===== config.mk =====
export PLATFORM = sky130hd
export DESIGN_NAME = serial_twos_addsub
export DESIGN_NICKNAME = d
export VERILOG_FILES = /design/src/rtl/serial_twos_addsub.sv
export SDC_FILE = /design/constraint.sdc
export NUM_CORES = 1
export LEC_CHECK = 0
export BUFFER_PORTS_ARGS = -buffer_cell sky130_fd_sc_hd__buf_2
export CAP_MARGIN = 20
export CORE_AREA = 5 5 42 44
export CTS_BUF_LIST = sky130_fd_sc_hd__clkbuf_4 sky130_fd_sc_hd__clkbuf_8 sky130_fd_sc_hd__clkbuf_16
export DETAILED_ROUTE_END_ITERATION = 8
export DIE_AREA = 0 0 47 49
export GPL_TIMING_DRIVEN = 0
export HOLD_SLACK_MARGIN = 0.03
export PLACE_DENSITY_LB_ADDON = 0.15
export SETUP_SLACK_MARGIN = 0.05
export SKIP_CTS_REPAIR_TIMING = 1
export SLEW_MARGIN = 20
export SYNTH_ARGS = -nofsm -noshare
export SYNTH_HDL_FRONTEND = slang
export SYNTH_SLANG_ARGS = --single-unit

===== constraint.sdc =====
create_clock -name clk -period 1.84 [get_ports clk]
set_input_delay 0 -clock clk [delete_from_list [all_inputs] [get_ports clk]]
set_output_delay 0 -clock clk [all_outputs]
set_load 0.05 [all_outputs]

===== src/rtl/serial_twos_addsub.sv =====
// -----------------------------------------------------------------------------
// serial_twos_addsub
//   Bit-serial two's-complement adder/subtractor for WIDTH-bit words, LSB first.
//   A word begins with start (bit 0 is consumed in that same cycle) and then
//   runs for WIDTH enabled cycles. While enable is low the word stalls.
//   Subtraction is done as a + ~b + 1: b is inverted and the carry-in is
//   preloaded with 1.
//
// Parameters
//   WIDTH      word length in bits (>= 2)
//
// Ports
//   clk        clock, rising edge
//   reset      synchronous, active-high; clears all state and outputs
//   enable     1 = consume a bit pair this cycle, 0 = stall
//   start      marks bit 0 of a new word (only honoured with enable=1)
//   sub        sampled with start: 0 = a+b, 1 = a-b
//   a, b       serial operand bits
//   s          registered result bit
//   s_valid    one-cycle pulse when s carries a new result bit
//   last       pulses together with s_valid on the MSB
//   overflow   signed overflow of the finished word, held until the next start
//   carry_out  raw final carry of the finished word (sub: 1 = no borrow)
//   busy       high while a word is in progress
//
// Optional build macro SERIAL_ADDSUB_PAR_OUT_EN adds:
//   sum_par    [WIDTH-1:0] parallel copy of the finished word
//   par_valid  pulses with last; sum_par holds until the next last
// -----------------------------------------------------------------------------
module serial_twos_addsub #(
    parameter int WIDTH = 8
) (
    input  logic             clk,
    input  logic             reset,
    input  logic             enable,
    input  logic             start,
    input  logic             sub,
    input  logic             a,
    input  logic             b,
    output logic             s,
    output logic             s_valid,
    output logic             last,
    output logic             overflow,
    output logic             carry_out,
`ifdef SERIAL_ADDSUB_PAR_OUT_EN
    output logic [WIDTH-1:0] sum_par,
    output logic             par_valid,
`endif
    output logic             busy
);

    localparam int            CW       = $clog2(WIDTH);
    localparam logic [CW-1:0] LAST_CNT = CW'(WIDTH - 1);

    typedef enum logic {IDLE, RUN} state_t;

    state_t          state_q, state_d;
    logic [CW-1:0]   cnt_q, cnt_d;
    logic            carry_q, carry_d;
    logic            mode_q, mode_d;
    logic            s_q, s_d;
    logic            s_valid_q, s_valid_d;
    logic            last_q, last_d;
    logic            ovf_q, ovf_d;
    logic            cout_q, cout_d;

    // Full-adder slice. On start the word's mode and carry-in come straight
    // from sub, because bit 0 is consumed in the same cycle as start.
    logic take, fin, mode_eff, cin, bb, sum_bit, cout_bit;

    assign take     = enable && (start || state_q == RUN);
    assign fin      = enable && !start && state_q == RUN && cnt_q == LAST_CNT;
    assign mode_eff = start ? sub : mode_q;
    assign cin      = start ? sub : carry_q;
    assign bb       = b ^ mode_eff;
    assign sum_bit  = a ^ bb ^ cin;
    assign cout_bit = (a & bb) | (a & cin) | (bb & cin);

    // State register
    always_ff @(posedge clk) begin
        if (reset) begin
            state_q   <= IDLE;
            cnt_q     <= '0;
            carry_q   <= 1'b0;
            mode_q    <= 1'b0;
            s_q       <= 1'b0;
            s_valid_q <= 1'b0;
            last_q    <= 1'b0;
            ovf_q     <= 1'b0;
            cout_q    <= 1'b0;
        end else begin
            state_q   <= state_d;
            cnt_q     <= cnt_d;
            carry_q   <= carry_d;
            mode_q    <= mode_d;
            s_q       <= s_d;
            s_valid_q <= s_valid_d;
            last_q    <= last_d;
            ovf_q     <= ovf_d;
            cout_q    <= cout_d;
        end
    end

    // Next-state logic. Start always wins, so it also aborts a running word.
    always_comb begin
        state_d = state_q;
        cnt_d   = cnt_q;
        if (enable) begin
            if (start) begin
                state_d = RUN;
                cnt_d   = CW'(1);
            end else if (state_q == RUN) begin
                if (cnt_q == LAST_CNT) begin
                    state_d = IDLE;
                    cnt_d   = '0;
                end else begin
                    cnt_d = cnt_q + CW'(1);
                end
            end
        end
    end

    // Output and datapath logic
    always_comb begin
        carry_d   = carry_q;
        mode_d    = mode_q;
        s_d       = s_q;
        s_valid_d = 1'b0;
        last_d    = 1'b0;
        ovf_d     = ovf_q;
        cout_d    = cout_q;
        if (take) begin
            s_d       = sum_bit;
            carry_d   = cout_bit;
            s_valid_d = 1'b1;
        end
        if (enable && start) begin
            mode_d = sub;
            ovf_d  = 1'b0;
            cout_d = 1'b0;
        end
        if (fin) begin
            // Signed overflow: carry into the MSB differs from carry out of it.
            last_d = 1'b1;
            ovf_d  = cin ^ cout_bit;
            cout_d = cout_bit;
        end
    end

    assign s         = s_q;
    assign s_valid   = s_valid_q;
    assign last      = last_q;
    assign overflow  = ovf_q;
    assign carry_out = cout_q;
    assign busy      = (state_q == RUN);

`ifdef SERIAL_ADDSUB_PAR_OUT_EN
    // Bits enter at the top and move down, so after WIDTH shifts bit 0 sits
    // at the LSB. The finished word is copied to sum_par so the shifter can
    // be reused immediately by a back-to-back word.
    logic [WIDTH-1:0] sh_q, sh_d, par_q, par_d;
    logic             pv_q;

    always_comb begin
        sh_d  = sh_q;
        par_d = par_q;
        if (take) sh_d = {sum_bit, sh_q[WIDTH-1:1]};
        if (fin)  par_d = sh_d;
    end

    always_ff @(posedge clk) begin
        if (reset) begin
            sh_q  <= '0;
            par_q <= '0;
            pv_q  <= 1'b0;
        end else begin
            sh_q  <= sh_d;
            par_q <= par_d;
            pv_q  <= fin;
        end
    end

    assign sum_par   = par_q;
    assign par_valid = pv_q;
`endif

endmodule


==> results of run 1 <==
worst reg2reg max path, delay by kind of cell (launching register included):
kind	cells	cell delay, ns
adder cells (fa/ha/maj)	1	0.47
AO/OA/AOI/OAI	1	0.09
XOR/XNOR	2	0.27
flip-flops	1	0.31
multiplexers	1	0.15
placed cells by master, fill, tap and decap left out:
master / netlist / routed
nand2_1: 5 / 5
nand3_1: 1 / 1
nor2b_1: 1 / 1
buf_6: 1 / 1
and3b_2: 1 / 1
o21ai_0: 1 / 1
o21a_2: 1 / 1
a32oi_1: 1 / 1
ha_1: 2 / 2
clkbuf_4: 0 / 4
buf_2: 0 / 10
clkbuf_2: 1 / 1
o32ai_1: 1 / 1
and4bb_2: 1 / 1
mux2i_1: 2 / 2
clkbuf_1: 1 / 1
fa_1: 1 / 1
a22oi_1: 1 / 1
dfxtp_1: 11 / 11
a211oi_1: 2 / 2
xor2_1: 2 / 2
a21oi_1: 5 / 5
nand3b_2: 1 / 1
o32ai_2: 1 / 1
inv_1: 5 / 5
nor2_1: 5 / 5
routing by layer:
metal | vias to the layer above | track usage [%]
li1 | 214 | -
met5 | - | 0
met1 | 186 | 13.36
met3 | 2 | 3.321
met4 | 0 | 5.530
met2 | 13 | 10.18
per-stage QoR:
step	util, %	hold WS [ns]	area, µm²
2_1_floorplan	-	0.1611	519.2
3_3_place_gp	42.05	0.2984	589.3
3_5_place_dp	42.05	0.3137	589.3
4_1_cts	44.20	0.01994	619.3
5_1_grt	44.20	0.04112	619.3
6_report	44.20	0.02582	619.3
power groups by stage:
| stage | Sequential, mW | Clock, mW | Combinational (mW) |
|---|---|---|---|
| CTS | 0.255 | 0.189 | 0.0802 |
| detailed placement | 0.261 | 0 | 0.0807 |
| finish | 0.255 | 0.183 | 0.0790 |
| global placement | 0.260 | 0 | 0.0795 |
| floorplan | 0.276 | 0 | 0.0463 |
| global route | 0.256 | 0.197 | 0.0871 |
cells by family (layout without fill, tap and decap cells):
group | count (synthesis) | after routing | share of synthesized area (%)
AND/OR/NAND/NOR | 15 | 15 | 15.90
AO/OA/AOI/OAI | 13 | 13 | 18.31
multiplexers | 2 | 2 | 3.856
buffers and inverters | 8 | 22 | 7.468
adder cells (fa/ha/maj) | 3 | 3 | 8.674
XOR/XNOR | 2 | 2 | 3.374
flip-flops | 11 | 11 | 42.41
worst min-delay path by stage:
| stage | to | cells past startpoint | start |
|---|---|---|---|
| final | mode_q | 3 | sub |
| after global routing | last | 3 | reset |
| after CTS | mode_q | 3 | sub |
| after detailed placement | last | 3 | reset |
| after global placement | mode_q | 3 | sub |
| after floorplan | mode_q | 2 | sub |
final cells by class:
type,count,area share (%)
plain buffers,3,3.232
clock buffers,4,4.848
inverters,5,3.030
multi-input cells,35,42.02
flip-flops and latches,11,35.56
well taps,16,3.232
repair buffers,10,8.081
==> impl_metrics.py, run 1 <==
metrics = {
    "placement": {
        "dp.cells": 80,
        "numPortBuffers": 10,
        "dp.final_hpwl_um": 668.8,
        "pre_cts_ws_ns": 0.4358,
        "gp_congestion": 0.6523,
    },
    "setup_path": {
        "path_max_fanout": 3,
        "timing.rr.start": "mode_q",
        "cp_num_buf_inv": 0,
        "worst_ep_required_time_ns": 1.99,
        "cp-start-kind": "flop",
        "reg2reg_slack_ns": 0.43,
        "critPathKind": "reg2reg",
        "r2r_end": "overflow",
        "crit_top_cell": "xor2_1",
        "cpPeakStageDelay_ns": 0.47,
        "r2r_cells": 5,
        "endpoint_kind": "flop",
        "cp-startpoint": "mode_q",
        "cp_slowest_cell": "fa_1",
        "cp.depth": 5,
        "crit_chain": "mux2i_1 > xor2_1 > fa_1 > xor2_1 > o32ai_1",
        "endpoint": "overflow",
        "path_delay_family": "adder cells",
        "arrival_ns": 1.55,
    },
    "global_route": {
        "first_global_vias": 350,
        "grt_usage_pct": 8.911,
        "grt-ovfl-total": 0,
        "grt_pass1_wl_um": 1490,
        "grt_max_degree": 11,
        "antenna_found_initial": 0,
    },
    "routing": {
        "via_per_inst": 4.940,
        "drc_errors": 0,
        "drtIter0Drc": 6,
        "wl_met3_um": 77,
        "dr_wl_met2_um": 355,
        "wl_per_cell_um": 10.50,
        "wirelength_met1_um": 435,
        "drtPass1Iterations": 4,
        "wirelength_um": 882,
        "ant_nets": 0,
        "maxUsedRoutingLayer": "met4",
        "num_vias": 415,
    },
    "floorplan": {
        "die_h_um": 49,
        "initial_utilization_pct": 37.05,
        "die_x_um": 47,
        "placementRows": 14,
        "core_um2": 1401,
        "dieArea_um2": 2303,
        "io_pins": 13,
    },
    "synthesis": {
        "ys_warn_count": 0,
        "seq_area_frac_synth_pct": 42.41,
        "synth_top_cell_by_area": "dfxtp_1",
        "syn_nets": 64,
        "synth_edf_count": 0,
        "ys_top_cells_by_count": "dfxtp_1 (11), a21oi_1 (5), inv_1 (5), nand2_1 (5), nor2_1 (5)",
        "synth_top_area_share_pct": 42.41,
        "synth.distinct_cells": 24,
        "ys_async_sr_fraction_pct": 0,
        "avgSynthCellArea_um2": 9.616,
        "syn_inst": 54,
        "synthFlopType": "dfxtp_1",
        "ys_ff_latch": 11,
        "netlist_area_um2": 519.2,
        "yosysMostFrequentCell": "dfxtp_1",
        "yosys-top-cells-area": "dfxtp_1 (42%), a21oi_1 (4.8%), ha_1 (4.8%), fa_1 (3.9%), mux2i_1 (3.9%)",
    },
    "cells_and_area": {
        "seq_area_um2": 220.2,
        "top_register": "cnt_q",
        "drive_gt1_share_pct": 30.88,
        "instances_no_fill": 84,
        "n_antenna_cell": 0,
        "fin_nets": 79,
        "area_growth_pct": 19.28,
        "largest_reg_flops": 3,
        "nFillCells": 155,
        "multi_input_comb_area_um2": 260.3,
    },
    "timing": {
        "fin_crit_ns": 1.406,
        "worstMarginPinSlew_ns": 0.4887,
        "fin_skew_ns": 0.004862,
        "rsz0062_at_grt": "no",
        "fin_ws_ns": 0.4345,
        "hold_viol_final": 0,
        "setup_viol": 0,
        "min_period_over_period_pct": 76.39,
        "maxSlewViolCount": 0,
        "slew_headroom_pct": 67.42,
        "tns_ns": 0,
        "max_freq_mhz": 711.5,
    },
    "pwr": {
        "power-per-cell-area_nw_per_um2": 833.6,
        "p_leak_nw": 0.2882,
        "p_sw_share_pct": 26.97,
        "ir_worst_vdd_uv": 398.6,
        "pwr-share-comb_pct": 15.3,
        "finalPower_mw": 0.5163,
        "clockPowerShare_pct": 35.4,
        "pwr-share-seq_pct": 49.3,
        "power_switching_mw": 0.1392,
        "internal_power_mw": 0.3771,
    },
    "clock_tree": {
        "cts_tree": "yes",
        "clock_latency_ns": 0.27,
        "cts_buffer_depth": 2,
        "htreeDepth": 1,
        "cts_root_buf": "clkbuf_4",
        "clk_pin_slew_ns": 0.07,
        "cts_sinks": 11,
        "cts-buffers-inserted": 3,
    },
    "run": {
        "cap_violations": 0,
    },
    "run_status": {
        "status": "finished clean",
    },
    "min_path": {
        "min_path_type": "in2reg",
    },
}
(Power assumes the default switching activity.)
==> run 2: changes to the inputs <==
- clock period: 1.84 -> 1.2 ns (I/O delays scaled with it)
==> run 2 against run 1 <==
Compared with the run above: the flow now finishes with violations (setup timing); global-route usage is 0.93 points higher; flip-flop and latch count stayed put; clock skew is 0.0040 ns lower; total power is 58% higher; die area stayed put; critical path type unchanged; largest power group unchanged; highest routed layer unchanged; worst hold slack worse by 0.011 ns; clock power is 51% higher; setup slack worse by 0.65 ns; clock-buffer cell count stayed put; fmax is 0.52% lower.
==> impl_metrics.py, run 2 (synthesized netlist as in run 1, its figures left out) <==
metrics = {
    "cells_and_area": {
        "fin_nets": 81,
        "final_common_cell": "buf_2",
        "layout_common_cells": "buf_2 (10), dfxtp_1 (8), inv_1 (5), nor2_1 (5), nand2_1 (5)",
        "instances_no_fill": 86,
        "n_antenna_cell": 0,
        "top_register": "cnt_q",
        "drive_gt1_share_pct": 44.29,
        "fin_area_um2": 674.4,
        "area_growth_pct": 29.88,
        "nFillCells": 139,
        "utilization_pct": 48.13,
        "largest_reg_flops": 3,
    },
    "clock_tree": {
        "cts_buffer_depth": 2,
        "clk_pin_slew_ns": 0.07,
        "cts_sinks": 11,
        "cts_tree": "yes",
        "cts_root_buf": "clkbuf_4",
        "htreeDepth": 1,
        "clock_latency_ns": 0.26,
        "cts-buffers-inserted": 3,
    },
    "timing": {
        "worstMarginPinSlew_ns": 0.5066,
        "fin_ws_ns": -0.2129,
        "min_period_over_period_pct": 117.7,
        "fin_crit_ns": 1.413,
        "slew_headroom_pct": 66.23,
        "hold_viol_final": 0,
        "max_freq_mhz": 707.8,
        "maxSlewViolCount": 0,
        "rsz0062_at_grt": "yes",
        "setup_viol": 4,
        "fin_skew_ns": 0.0008906,
    },
    "pwr": {
        "clockPowerShare_pct": 34.0,
        "finalPower_mw": 0.8138,
        "pwr-share-seq_pct": 48.3,
        "internal_power_mw": 0.5941,
        "pwr-share-comb_pct": 17.7,
        "ir_worst_vdd_uv": 620.1,
        "p_leak_nw": 0.2948,
        "power-per-cell-area_nw_per_um2": 1207,
        "power_switching_mw": 0.2197,
        "p_sw_share_pct": 27.00,
    },
    "setup_path": {
        "reg2reg_slack_ns": -0.21,
        "arrival_ns": 1.60,
        "worst_ep_required_time_ns": 1.39,
        "cp-start-kind": "flop",
        "critPathKind": "reg2reg",
        "path_max_fanout": 2,
        "endpoint_kind": "flop",
    },
    "routing": {
        "via_per_inst": 5.186,
        "drtPass1Iterations": 2,
        "drtIter0Drc": 2,
        "wl_per_cell_um": 10.88,
        "wirelength_um": 936,
        "ant_nets": 0,
        "num_vias": 446,
        "drc_errors": 0,
    },
    "floorplan": {
        "placementRows": 14,
        "io_pins": 13,
        "core_um2": 1401,
        "die_x_um": 47,
        "initial_utilization_pct": 37.05,
        "die_h_um": 49,
        "dieArea_um2": 2303,
    },
    "run": {
        "cap_violations": 0,
    },
    "min_path": {
        "min_path_type": "in2reg",
    },
    "placement": {
        "dpl_cell_area_um2": 618.1,
        "gp_congestion": 0.6343,
        "numPortBuffers": 10,
        "dp.final_hpwl_um": 717.7,
        "dp.cells": 80,
        "pre_cts_ws_ns": -0.2403,
    },
    "global_route": {
        "antenna_found_initial": 0,
        "first_global_vias": 396,
        "grt_max_degree": 11,
        "grt_usage_pct": 9.837,
        "grt-ovfl-total": 0,
        "grt_pass1_wl_um": 1587,
    },
    "run_status": {
        "violations": "setup timing",
        "status": "finished, violations left",
    },
}
-- run 2: critical path, stage by stage, from the launching register on --
cell      delay, ns
dfxtp_1        0.31
mux2i_1        0.16
xor2_1         0.23
fa_2           0.46
a211oi_2       0.17
-- run 2: worst paths after layout --
check                           depth (start not counted)     end    from
worst min register to register                          2  mode_q  mode_q
worst min-delay path                                    3  mode_q     sub
worst max-delay path                                    4       s  mode_q
worst max register to register                          4       s  mode_q
-- run 2: through the flow --
stage / setup TNS, ns / hold WS [ns]
after floorplan: -0.3049 / 0.1611
after global placement: -0.5503 / 0.2954
after detailed placement: -0.6279 / 0.3021
after CTS: -0.7150 / 0.01368
after global routing: -1.031 / 0.03829
final: -0.6040 / 0.01531
-- run 2: final cells by class --
class	count	area [µm²]	share of cell area, %
Buffer	3	20.02	2.968
Clock buffer	4	30.03	4.453
Inverter	5	18.77	2.783
Multi-Input combinational cell	35	296.5	43.97
Sequential cell	11	224.0	33.21
Tap cell	16	20.02	2.968
Timing Repair Buffer	12	65.06	9.647
-- run 2: power by group through the flow --
| stage | logic, mW | clock network (mW) | registers [mW] |
|---|---|---|---|
| floorplan | 0.0717 | 0 | 0.425 |
| global placement | 0.123 | 0 | 0.402 |
| detailed placement | 0.126 | 0 | 0.402 |
| CTS | 0.125 | 0.288 | 0.394 |
| global route | 0.158 | 0.312 | 0.396 |
| finish | 0.144 | 0.277 | 0.393 |
-- run 2: per-layer routing --
layer	wire length [µm]	part of all wire (%)	global-route usage (%)
met2	417	45	13.57
met5	0	0	0
met3	60	6.4	3.321
met1	435	46	12.28
met4	23	2.5	6.912
==> run 3: changes to the inputs <==
- SKIP_CTS_REPAIR_TIMING: 1 -> unset
==> run 3 against run 2 <==
Compared with the run above: the flow still finishes with violations (setup timing); non-clock buffer count grew 3; largest power group unchanged; setup slack lost 0.013 ns; register-to-register slack is essentially flat.
==> impl_metrics.py, run 3 (synthesized netlist as in run 1, its figures left out) <==
metrics = {
    "timing": {
        "hold_viol_final": 0,
        "fin_skew_ns": 0.0006375,
        "max_freq_mhz": 701.3,
        "fin_crit_ns": 1.426,
        "fin_ws_ns": -0.2259,
        "tns_ns": -0.6445,
        "worstMarginPinSlew_ns": 0.5130,
        "rsz0062_at_grt": "yes",
        "min_period_over_period_pct": 118.8,
        "slew_headroom_pct": 65.80,
        "maxSlewViolCount": 0,
        "setup_viol": 4,
    },
    "run": {
        "cap_violations": 0,
    },
    "routing": {
        "wirelength_um": 1015,
        "drtIter0Drc": 2,
        "drc_errors": 0,
        "via_per_inst": 5.124,
        "num_vias": 456,
        "wl_per_cell_um": 11.40,
        "drtPass1Iterations": 4,
        "ant_nets": 0,
    },
    "floorplan": {
        "dieArea_um2": 2303,
        "initial_utilization_pct": 37.05,
        "io_pins": 13,
        "core_um2": 1401,
        "placementRows": 14,
        "die_h_um": 49,
        "die_x_um": 47,
    },
    "cells_and_area": {
        "n_antenna_cell": 0,
        "largest_reg_flops": 3,
        "seq_area_um2": 224.0,
        "fin_nets": 84,
        "instances_no_fill": 89,
        "multi_input_comb_area_um2": 296.5,
        "top_register": "cnt_q",
        "area_growth_pct": 35.18,
        "nFillCells": 140,
        "final_common_cell": "buf_2",
        "layout_common_cells": "buf_2 (10), dfxtp_1 (8), inv_1 (5), nor2_1 (5), nand2_1 (5)",
        "drive_gt1_share_pct": 43.84,
    },
    "setup_path": {
        "worst_ep_required_time_ns": 1.39,
        "arrival_ns": 1.62,
        "cp_slowest_cell": "fa_2",
        "crit_chain": "mux2i_1 > xor2_1 > fa_2 > a211oi_2",
        "cpPeakStageDelay_ns": 0.46,
        "path_delay_family": "adder cells",
        "cp-start-kind": "flop",
        "critPathKind": "reg2reg",
        "path_max_fanout": 2,
        "r2r_end": "s",
        "cp_num_buf_inv": 0,
        "timing.rr.start": "mode_q",
        "r2r_cells": 4,
        "endpoint_kind": "flop",
        "reg2reg_slack_ns": -0.23,
    },
    "global_route": {
        "grt-ovfl-total": 0,
        "grt_usage_pct": 10.84,
        "first_global_vias": 430,
        "grt_max_degree": 11,
        "antenna_found_initial": 0,
        "grt_pass1_wl_um": 1766,
    },
    "clock_tree": {
        "clk_pin_slew_ns": 0.07,
        "cts_root_buf": "clkbuf_4",
        "htreeDepth": 1,
        "cts_buffer_depth": 2,
        "cts_tree": "yes",
        "cts_sinks": 11,
        "cts-buffers-inserted": 3,
        "clock_latency_ns": 0.26,
    },
    "placement": {
        "numPortBuffers": 10,
        "dp.cells": 80,
        "dp.final_hpwl_um": 717.7,
        "gp_congestion": 0.6343,
        "pre_cts_ws_ns": -0.2403,
    },
    "run_status": {
        "status": "finished, violations left",
        "violations": "setup timing",
    },
    "min_path": {
        "min_delay_path_depth": 3,
        "min_path_type": "in2reg",
        "hold_path_end": "last",
        "hold_start": "reset",
    },
    "pwr": {
        "power-per-cell-area_nw_per_um2": 1169,
        "p_leak_nw": 0.3090,
        "ir_worst_vdd_uv": 640.4,
    },
}
==> run 3: metal layers <==
layer | track usage, % | part of all wire (%)
met5 | 0 | 0
met4 | 6.912 | 1.2
met3 | 3.321 | 6.2
met2 | 16.06 | 47
met1 | 12.98 | 45
==> run 3: timing repair <==
action | 4_1_cts | 5_1_grt
resized for setup | 3 | 0
hold endpoints to repair | 1 | 0
endpoints found under the setup margin | 5 | 5
hold buffers | 2 | 0
setup buffers | 3 | 0
pin swaps | 6 | 1
==> run 3: power by group <==
part,leakage (nW),internal (mW),switching [mW]
sequential,0.0909,0.381,0.0122
clock,0.0184,0.151,0.126
combinational,0.200,0.0662,0.0841
total,0.309,0.598,0.222
==> run 3: final cells by class <==
class	count	share of cell area (%)
buffer	3	2.852
clock buffer	4	4.278
inverter	5	2.674
multi-input combinational	35	42.25
sequential	11	31.91
tap	16	2.852
timing repair buffer	15	13.19
==> run 3: how the worst max path moves through the flow <==
stage / from / end / slack (ns) / depth (start not counted)
2_1_floorplan: mode_q / overflow / -0.13 / 5
3_5_place_dp: mode_q / overflow / -0.24 / 5
4_1_cts: mode_q / s / -0.23 / 4
5_1_grt: mode_q / s / -0.30 / 4
6_report: mode_q / s / -0.23 / 4
3_3_place_gp: mode_q / overflow / -0.22 / 5
==> run 3: metrics by stage <==
step | instance area (µm²) | total power [mW] | hold slack, ns | util, %
finish | 701.9 | 0.8207 | 0.03875 | 50.09
global route | 701.9 | 0.8758 | 0.04475 | 50.09
CTS | 701.9 | 0.8310 | 0.03619 | 50.09
detailed placement | 618.1 | 0.5279 | 0.3021 | 44.11
global placement | 618.1 | 0.5251 | 0.2954 | 44.11
floorplan | 548.0 | 0.4970 | 0.1611 | -
==> run 3: worst register-to-register path, delay by kind of cell (launching register included) <==
family | cells | cell delay [ns]
flip-flops | 1 | 0.31
adder cells (fa/ha/maj) | 1 | 0.46
XOR/XNOR | 1 | 0.24
multiplexers | 1 | 0.16
AO/OA/AOI/OAI | 1 | 0.17
